### config.mk
export PLATFORM = sky130hd
export DESIGN_NAME = instr_fetch_flat
export DESIGN_NICKNAME = d
export VERILOG_FILES = /design/src/rtl/rv32_pkg.sv /design/src/rtl/instr_fetch_if.sv /design/src/rtl/instr_fetch.sv /design/src/flat_wrapper.sv
export SDC_FILE = /design/constraint.sdc
export NUM_CORES = 1
export LEC_CHECK = 0
export ABC_CLOCK_PERIOD_IN_PS = 1600
export CORE_MARGIN = 3
export CORE_UTILIZATION = 41
export CTS_CLUSTER_DIAMETER = 150
export DETAILED_ROUTE_END_ITERATION = 12
export GPL_TIMING_DRIVEN = 0
export MAX_ROUTING_LAYER = met4
export PLACE_DENSITY = 0.85
export SLEW_MARGIN = 30
export SYNTH_ARGS = -nofsm -noshare
export SYNTH_HDL_FRONTEND = slang
export SYNTH_SLANG_ARGS = --single-unit
### constraint.sdc
create_clock -name clk -period 1.6 [get_ports clk]
set_clock_uncertainty 0.05 [all_clocks]
set_input_delay 0.24 -clock clk [delete_from_list [all_inputs] [get_ports clk]]
set_output_delay 0.24 -clock clk [all_outputs]
set_load 0.02 [all_outputs]
### src/rtl/rv32_pkg.sv
// Shared rv32i definitions: fetch FSM states, datapath widths, illegal-word helper.
package rv32_pkg;

    localparam int XLEN = 32;
    localparam int PC_W = 30;

    localparam logic [XLEN-1:0] ILLEGAL_ZERO = 32'h0000_0000;

    typedef enum logic [1:0] {
        IDLE = 2'd0,
        REQ  = 2'd1,
        HOLD = 2'd2
    } fetch_state_t;

    // Non-32-bit encodings and the all-zero word are never legal rv32i.
    function automatic logic is_illegal(input logic [XLEN-1:0] w);
        return (w[1:0] != 2'b11) || (w == ILLEGAL_ZERO);
    endfunction

endpackage

### src/rtl/instr_fetch_if.sv
// Fetch-stage bundle: PC side, imem req/ack bus and decode valid/ready output.
// instr_illegal exists only when FETCH_ILLEGAL_CHECK_EN is defined.
interface instr_fetch_if;
    import rv32_pkg::*;

    logic [PC_W-1:0] pc_addr;
    logic            flush;
    logic            pc_adv;

    logic            imem_req;
    logic [PC_W-1:0] imem_addr;
    logic            imem_ack;
    logic [XLEN-1:0] imem_rdata;

    logic            instr_valid;
    logic            instr_ready;
    logic [XLEN-1:0] instr_data;
    logic [PC_W-1:0] instr_pc;
`ifdef FETCH_ILLEGAL_CHECK_EN
    logic            instr_illegal;
`endif

    modport master (
        input  pc_addr, flush, imem_ack, imem_rdata, instr_ready,
        output pc_adv, imem_req, imem_addr,
        output instr_valid, instr_data, instr_pc
`ifdef FETCH_ILLEGAL_CHECK_EN
        , output instr_illegal
`endif
    );

    modport slave (
        output pc_addr, flush, imem_ack, imem_rdata, instr_ready,
        input  pc_adv, imem_req, imem_addr,
        input  instr_valid, instr_data, instr_pc
`ifdef FETCH_ILLEGAL_CHECK_EN
        , input instr_illegal
`endif
    );

endinterface

### src/rtl/instr_fetch.sv
// rv32i fetch stage: IDLE/REQ/HOLD FSM between PC, imem and decode.
// Optional FETCH_ILLEGAL_CHECK_EN adds a registered instr_illegal flag.
module instr_fetch
    import rv32_pkg::*;
(
    input  logic          clk,
    input  logic          rst,
    instr_fetch_if.master fif
);

    fetch_state_t    r_state;
    fetch_state_t    w_next;
    logic [PC_W-1:0] r_addr;
    logic [PC_W-1:0] r_pc;
    logic [XLEN-1:0] r_data;
    logic            w_take;
    logic            w_req;
    logic            w_valid;
    logic            w_adv;

    always_comb begin
        w_next  = r_state;
        w_take  = 1'b0;
        w_req   = 1'b0;
        w_valid = 1'b0;
        w_adv   = 1'b0;
        case (r_state)
            IDLE: w_next = REQ;
            REQ: begin
                w_req = 1'b1;
                if (fif.imem_ack) begin
                    w_take = 1'b1;
                    w_next = HOLD;
                end
            end
            HOLD: begin
                w_valid = 1'b1;
                if (fif.instr_ready) begin
                    w_adv  = 1'b1;
                    w_next = IDLE;
                end
            end
            default: w_next = IDLE;
        endcase
        // A redirect or reset kills both the arriving word and the handoff.
        if (fif.flush || rst) begin
            w_next = IDLE;
            w_take = 1'b0;
            w_adv  = 1'b0;
        end
    end

    always_ff @(posedge clk) begin
        if (rst) begin
            r_state <= IDLE;
            r_addr  <= '0;
            r_pc    <= '0;
            r_data  <= '0;
        end else begin
            r_state <= w_next;
            if (r_state == IDLE) begin
                r_addr <= fif.pc_addr;
            end
            if (w_take) begin
                r_data <= fif.imem_rdata;
                r_pc   <= r_addr;
            end
        end
    end

`ifdef FETCH_ILLEGAL_CHECK_EN
    logic r_illegal;

    always_ff @(posedge clk) begin
        if (rst) begin
            r_illegal <= 1'b0;
        end else if (w_take) begin
            r_illegal <= is_illegal(fif.imem_rdata);
        end
    end

    assign fif.instr_illegal = r_illegal;
`endif

    assign fif.imem_req    = w_req;
    assign fif.imem_addr   = r_addr;
    assign fif.pc_adv      = w_adv;
    assign fif.instr_valid = w_valid;
    assign fif.instr_data  = r_data;
    assign fif.instr_pc    = r_pc;

endmodule
### src/flat_wrapper.sv
// flat-port wrapper written by rule: the top's interface ports become plain ports
module instr_fetch_flat import rv32_pkg::*;
  (clk, rst, fif_pc_addr, fif_flush, fif_imem_ack, fif_imem_rdata, fif_instr_ready, fif_pc_adv, fif_imem_req, fif_imem_addr, fif_instr_valid, fif_instr_data, fif_instr_pc);
  instr_fetch_if fif_i ();
  input  logic clk;
  input  logic rst;
  input wire logic [$bits(fif_i.pc_addr)-1:0] fif_pc_addr;
  input wire logic [$bits(fif_i.flush)-1:0] fif_flush;
  input wire logic [$bits(fif_i.imem_ack)-1:0] fif_imem_ack;
  input wire logic [$bits(fif_i.imem_rdata)-1:0] fif_imem_rdata;
  input wire logic [$bits(fif_i.instr_ready)-1:0] fif_instr_ready;
  output wire logic [$bits(fif_i.pc_adv)-1:0] fif_pc_adv;
  output wire logic [$bits(fif_i.imem_req)-1:0] fif_imem_req;
  output wire logic [$bits(fif_i.imem_addr)-1:0] fif_imem_addr;
  output wire logic [$bits(fif_i.instr_valid)-1:0] fif_instr_valid;
  output wire logic [$bits(fif_i.instr_data)-1:0] fif_instr_data;
  output wire logic [$bits(fif_i.instr_pc)-1:0] fif_instr_pc;
  assign fif_i.pc_addr = fif_pc_addr;
  assign fif_i.flush = fif_flush;
  assign fif_i.imem_ack = fif_imem_ack;
  assign fif_i.imem_rdata = fif_imem_rdata;
  assign fif_i.instr_ready = fif_instr_ready;
  assign fif_pc_adv = fif_i.pc_adv;
  assign fif_imem_req = fif_i.imem_req;
  assign fif_imem_addr = fif_i.imem_addr;
  assign fif_instr_valid = fif_i.instr_valid;
  assign fif_instr_data = fif_i.instr_data;
  assign fif_instr_pc = fif_i.instr_pc;
  instr_fetch u_core (.clk(clk), .rst(rst), .fif(fif_i));
endmodule
==> flow_summary.rst, run 1 <==
.. list-table::
   :header-rows: 1

   * - Metric
     - Value
   * - Result of the run
     - complete, no violations
   * - Register area
     - 1890 µm²
   * - DP Area
     - 5230 µm²
   * - Ratio of cells with drive above 1 in the final layout
     - 8.47%
   * - Maximum number of pins on one net before global-route repair
     - 16
   * - Final number of max-transition violations
     - 0
   * - Relative slew slack
     - 69.0%
   * - Mean instance size in the synthesized netlist
     - 8.20 µm²
   * - Total wirelength of the detailed-routed design
     - 11.0 mm
   * - Synthesized area
     - 3490 µm²
   * - Footprint of the multi-input gates
     - 1400 µm²
   * - Net Count, Synth
     - 492
   * - Number of inserted filler cells in the final layout
     - 732
   * - H-tree Lvls
     - 3
   * - Met3 track utilization from global routing
     - 5.93%
   * - Number of vias after detailed routing
     - 3675
   * - Data arrival time of the critical path
     - 1250 ps
   * - Hpwl dp
     - 8.13 mm
   * - Kind of cell adding the most delay to the critical path
     - flip-flops
   * - CP peak stage delay
     - 410 ps
   * - Final setup vio count
     - 0
   * - Die Outline Area
     - 9650 µm²
   * - Y dimension of the die
     - 98.2 µm
   * - Post-route clock period utilization
     - 96.1%
   * - Number of buffers inserted by hold repair at cts
     - 0
   * - Maximum vdd ir drop
     - 541 µV
   * - First-pass DRT Iterations
     - 5
   * - Minimum period implied by the final worst setup slack
     - 1540 ps
   * - Power density relative to cell area
     - 914 nW/µm²
   * - WS Path Type
     - reg2out
   * - Cells after Synth
     - 425
   * - Boundary pin count
     - 162
   * - Critical Path Fanout Max
     - 6
   * - Later-pin clock latency in the skew report
     - 360 ps
   * - Worst slew pin tran
     - 464 ps
   * - CTS sink count
     - 94
   * - Area of all placed cells without fillers
     - 5420 µm²
   * - Global router's overall resource usage
     - 23.4%
   * - Number of nets in the layout
     - 664
   * - Leakage power
     - 2.49 nW
   * - Clock buffer depth
     - 2
   * - Met2 track demand over resource
     - 40.6%
   * - Number of antenna violations at the first check in global routing
     - 0
   * - Standard-cell row count
     - 33
   * - Hold violation count in the final report
     - 0
   * - Diodes inserted
     - 0
   * - Synth Register Bits
     - 94
   * - Synthesis-to-layout area growth
     - 55.4%
   * - Global route overflow
     - 0
   * - Cell taking the most area after synthesis
     - sky130_fd_sc_hd__dfxtp_1
   * - Worst path required time
     - 1310 ps
   * - Top-area cell type share of the netlist area
     - 54.0%
   * - Cell type of the slowest stage on the worst timing path
     - sky130_fd_sc_hd__dfxtp_2
   * - Classification of the worst-slack hold path
     - in2reg
   * - Number of buffer and inverter instances along the worst setup path
     - 1
   * - Setup fix buffers added after clock tree synthesis
     - 0
   * - Per-cell via count in the routed design
     - 5.20
   * - Nature of the critical path endpoint
     - output pin
   * - Residual DRC
     - 0
   * - Met1 demand-to-capacity share in global routing
     - 27.5%
   * - Global-route wire length before repair
     - 18.0 mm
   * - Worst path cell trace
     - nor2b_1, clkdlybuf4s15_1
   * - Placeable Area
     - 8260 µm²
   * - Maximum clock rate
     - 650 MHz
   * - Die width
     - 98.2 µm
   * - Proportion of synthesized chip area in sequential cells
     - 54.0%
   * - Reg clk slew, reported paths
     - 90 ps
   * - Post-detailed-route wirelength per cell
     - 15.6 µm
   * - Count of synthesis-stage warnings from yosys
     - 0
   * - Biggest area contributors in the synthesized netlist
     - sky130_fd_sc_hd__dfxtp_1 54%, sky130_fd_sc_hd__a21oi_1 13%, sky130_fd_sc_hd__nand3_1 8.9%
   * - Setup crit start kind
     - flop
   * - Most heavily used metal layer in global routing
     - met2
   * - Starting DRC count in detailed routing
     - 81
   * - Count of cell types in the netlist
     - 18
   * - Effective utilization at floorplan
     - 42.2%
   * - Vias in the first global route
     - 3729
   * - TritonCTS clock tree
     - done
   * - PortBufs
     - 161
   * - Maximum capacitance violations
     - 0
   * - RSZ-0062 raised after global routing
     - no
   * - Power after layout
     - 4.95 mW
   * - Worst hold margin
     - 376 ps
   * - Final Wtd Congestion
     - 0.782
   * - Clock root cell
     - sky130_fd_sc_hd__clkbuf_8
   * - Number of nets with antenna violations after routing
     - 0
   * - Number of buffers created by CTS
     - 9
-- power by group --
group	total, mW	internal, mW	switching, mW
clock	1.85	1.04	0.815
combinational	0.648	0.292	0.355
sequential	2.45	2.40	0.0498
total	4.95	3.73	1.22
-- stage by stage --
stage	TNS [ps]	setup slack, ps	std cells	utilization, %
after floorplan	0	182	425	-
after global placement	-26590	-332	691	63.3
after detailed placement	-31480	-397	691	63.3
after CTS	-1420	-78.7	707	65.0
after global routing	0	5.82	707	65.6
final	0	62.2	707	65.6
-- flip-flops by register name, indices dropped and copies added (netlist names) --
name	flops
u_core.fif.instr_data	32
u_core.fif.instr_pc	30
u_core.fif.imem_addr	30
u_core.r_state	2
-- cell usage after synthesis (all sizes together) --
cell type / n
buf: 26
dfxtp: 94
a21oi: 92
o22ai: 1
nor2b: 2
nand3: 62
nor3: 1
or2: 1
and2: 1
o21ai: 62
clkbuf: 16
or3: 1
nand2: 62
nor2: 3
and3: 1
-- kinds of logic after synthesis --
| logic type | Yosys count | share of synthesized area [%] |
|---|---|---|
| and+or+nand+nor | 134 | 17.3 |
| AOI/OAI and AO/OA | 155 | 22.3 |
| buffers and inverters | 42 | 6.49 |
| DFF | 94 | 54.0 |
-- placed cells by master, fill, tap and decap left out, types with 7 or more instances in the layout --
cell and count:
sky130_fd_sc_hd__a21oi_1 92, sky130_fd_sc_hd__o21ai_1 59, sky130_fd_sc_hd__buf_2 13, sky130_fd_sc_hd__clkdlybuf4s50_1 66, sky130_fd_sc_hd__dfxtp_1 92, sky130_fd_sc_hd__clkbuf_2 9, sky130_fd_sc_hd__nand2_1 62, sky130_fd_sc_hd__clkbuf_1 14
sky130_fd_sc_hd__nand3_1 62, sky130_fd_sc_hd__dlymetal6s2s_1 11, sky130_fd_sc_hd__buf_6 7, sky130_fd_sc_hd__clkbuf_8 9, sky130_fd_sc_hd__dlygate4sd2_1 81
-- cell type report --
cell class / instances / share of cell area [%]
tap: 105 / 2.42
buffer: 42 / 4.36
clock buffer: 10 / 2.36
timing repair buffer: 161 / 28.2
multi-input combinational: 289 / 25.8
clock inverter: 6 / 2.03
sequential: 94 / 34.8
-- routing by layer --
metal	routed length (µm)	part of all wire, %
met1	4530	41
met2	5620	51
met3	766	7.0
met4	93	0.84
met5	0	0
-- tightest hold or removal path: cells and delay by family --
family          cells  cell delay [ps]
buf+inv             1              390
simple gates        1               50
compound gates      1               50
-- final timing paths --
check                           from                       end  slack [ps]  depth (start not counted)
max reg2reg        u_core.r_state[1]   u_core.fif.instr_pc[25]         100                          5
min reg2reg  u_core.fif.imem_addr[7]   u_core.fif.imem_addr[7]         420                          2
max                u_core.r_state[0]              fif_imem_req          60                          2
min                  fif_pc_addr[12]  u_core.fif.imem_addr[12]         380                          3
-- timing repair --
item,4_1_cts,5_1_grt
gates resized for setup,88,32
gates cloned,0,0
hold endpoints to repair,0,0
endpoints found under the setup margin,144,99
No activity file was read; power rests on OpenSTA's default activity.
==> inputs of run 2 (changes only) <==
CELL_PAD_IN_SITES_DETAIL_PLACEMENT = 1   (was not set)
CELL_PAD_IN_SITES_GLOBAL_PLACEMENT = 1   (was not set)
CORE_UTILIZATION = 29   (was 41)
HOLD_SLACK_MARGIN = 0.02   (was not set)
==> flow_summary.rst, run 2 (same netlist as run 1, synthesis figures left out) <==
.. list-table::
   :header-rows: 1

   * - Metric
     - Value
   * - Reg clk slew, reported paths
     - 60 ps
   * - Final number of max-transition violations
     - 0
   * - Per-cell via count in the routed design
     - 5.04
   * - Boundary pin count
     - 162
   * - Number of inserted filler cells in the final layout
     - 1395
   * - Leakage power
     - 2.82 nW
   * - WS Path Type
     - reg2out
   * - Y dimension of the die
     - 116 µm
   * - CTS sink count
     - 94
   * - Final design utilization
     - 48.4%
   * - Diodes inserted
     - 0
   * - Residual DRC
     - 0
   * - Clock root cell
     - sky130_fd_sc_hd__clkbuf_16
   * - Hpwl dp
     - 9.87 mm
   * - Number of buffers inserted by hold repair at cts
     - 0
   * - Ratio of cells with drive above 1 in the final layout
     - 9.18%
   * - Register area
     - 1890 µm²
   * - Maximum capacitance violations
     - 0
   * - Global-route wire length before repair
     - 20.5 mm
   * - Worst path cell trace
     - clkdlybuf4s50_1
   * - Post-route clock period utilization
     - 99.8%
   * - Footprint of the multi-input gates
     - 1400 µm²
   * - Vias in the first global route
     - 3942
   * - Global router's overall resource usage
     - 20.4%
   * - Die width
     - 116 µm
   * - Cell type of the slowest stage on the worst timing path
     - sky130_fd_sc_hd__clkdlybuf4s50_1
   * - Synthesis-to-layout area growth
     - 60.5%
   * - Worst path required time
     - 1310 ps
   * - Placeable Area
     - 11600 µm²
   * - Classification of the worst-slack hold path
     - in2reg
   * - Setup crit start kind
     - flop
   * - Later-pin clock latency in the skew report
     - 340 ps
   * - PortBufs
     - 161
   * - Nature of the critical path endpoint
     - output pin
   * - CP peak stage delay
     - 630 ps
   * - Final Wtd Congestion
     - 0.762
   * - Post-detailed-route wirelength per cell
     - 18.1 µm
   * - Data arrival time of the critical path
     - 1310 ps
   * - Effective utilization at floorplan
     - 30.2%
   * - Area of all placed cells without fillers
     - 5600 µm²
   * - Result of the run
     - complete, no violations
   * - Final setup vio count
     - 0
   * - Global route overflow
     - 0
   * - Minimum period implied by the final worst setup slack
     - 1600 ps
   * - Number of nets in the layout
     - 664
   * - Maximum clock rate
     - 626 MHz
   * - Worst setup margin
     - 3.16 ps
   * - DP Area
     - 5280 µm²
   * - Relative slew slack
     - 63.4%
   * - Standard-cell row count
     - 39
   * - Place WS
     - -433 ps
   * - TritonCTS clock tree
     - done
   * - Number of antenna violations at the first check in global routing
     - 0
   * - Maximum number of pins on one net before global-route repair
     - 14
   * - Total wirelength of the detailed-routed design
     - 13.4 mm
   * - Number of nets with antenna violations after routing
     - 0
   * - Commonest cells after routing, fill and taps aside
     - 92 x sky130_fd_sc_hd__a21oi_1, 92 x sky130_fd_sc_hd__dfxtp_1, 75 x sky130_fd_sc_hd__clkdlybuf4s50_1
   * - Hold violation count in the final report
     - 0
   * - H-tree Lvls
     - 3
   * - Critical Path Fanout Max
     - 2
   * - Power after layout
     - 5.04 mW
   * - Die Outline Area
     - 13400 µm²
   * - First-pass DRT Iterations
     - 5
   * - Worst slew pin tran
     - 549 ps
   * - Number of buffer and inverter instances along the worst setup path
     - 1
   * - Kind of cell adding the most delay to the critical path
     - buffers and inverters
   * - Number of vias after detailed routing
     - 3741
   * - Clock buffer depth
     - 2
   * - Max reg flops
     - 32
   * - Power density relative to cell area
     - 900 nW/µm²
   * - Number of buffers created by CTS
     - 9
   * - Maximum vdd ir drop
     - 420 µV
   * - Starting DRC count in detailed routing
     - 189
## run 2: changes by cell type in the layout (fill, tap and decap cells not counted), sizes merged
cell and delta:
dlymetal6s2s +27, dlygate4sd2 -36, clkinvlp -1, buf +1, clkdlybuf4s50 +9, bufinv -3
## run 2: final timing paths
| check | start | to | slack [ps] | cells past startpoint |
|---|---|---|---|---|
| setup reg to reg | u_core.r_state[1] | u_core.fif.instr_data[22] | 100 | 5 |
| hold reg to reg | u_core.fif.instr_data[14] | u_core.fif.instr_data[14] | 430 | 2 |
| hold / removal | fif_flush | u_core.r_state[1] | 320 | 4 |
| setup / recovery | u_core.fif.instr_data[31] | fif_instr_data[31] | 3 | 1 |
## run 2: worst register-to-register path, cell delays in order (launching register included)
cell and delay, ps:
sky130_fd_sc_hd__dfxtp_4 360, sky130_fd_sc_hd__or3_1 390, sky130_fd_sc_hd__buf_6 170, sky130_fd_sc_hd__buf_6 150, sky130_fd_sc_hd__o21ai_1 150, sky130_fd_sc_hd__a21oi_1 90
## run 2: per-layer routing
layer	wire length, µm	global-route usage [%]	vias up
met5	0	-	-
met4	189	6.34	0
met3	740	4.44	15
met2	6690	34.3	106
met1	5820	24.4	1798
li1	-	-	1822
## run 2: where the power goes
group	leakage [nW]	internal [mW]	switching [mW]
clock	0.117	1.03	0.870
sequential	0.766	2.41	0.0539
combinational	1.94	0.299	0.379
## run 2: cell type report
cell class                      instances  share of cell area [%]
Clock buffer                           11                    4.16
Buffer                                 42                    4.40
Clock inverter                          2                   0.224
Timing Repair Buffer                  161                    29.3
Tap cell                              143                    3.20
Sequential cell                        94                    33.7
Multi-Input combinational cell        289                    25.0
## run 2: timing repair
item,4_1_cts,5_1_grt
resized for setup,61,60
setup buffers,0,0
pin swaps,0,1
endpoints found under the setup margin,121,97
gates cloned,0,0
## run 2: through the flow
step,TNS (ps),std cells,hold slack [ps]
finish,0,742,318
global route,-24.1,742,372
CTS,-188,742,391
detailed placement,-33880,729,425
global placement,-33260,729,411
floorplan,0,425,304
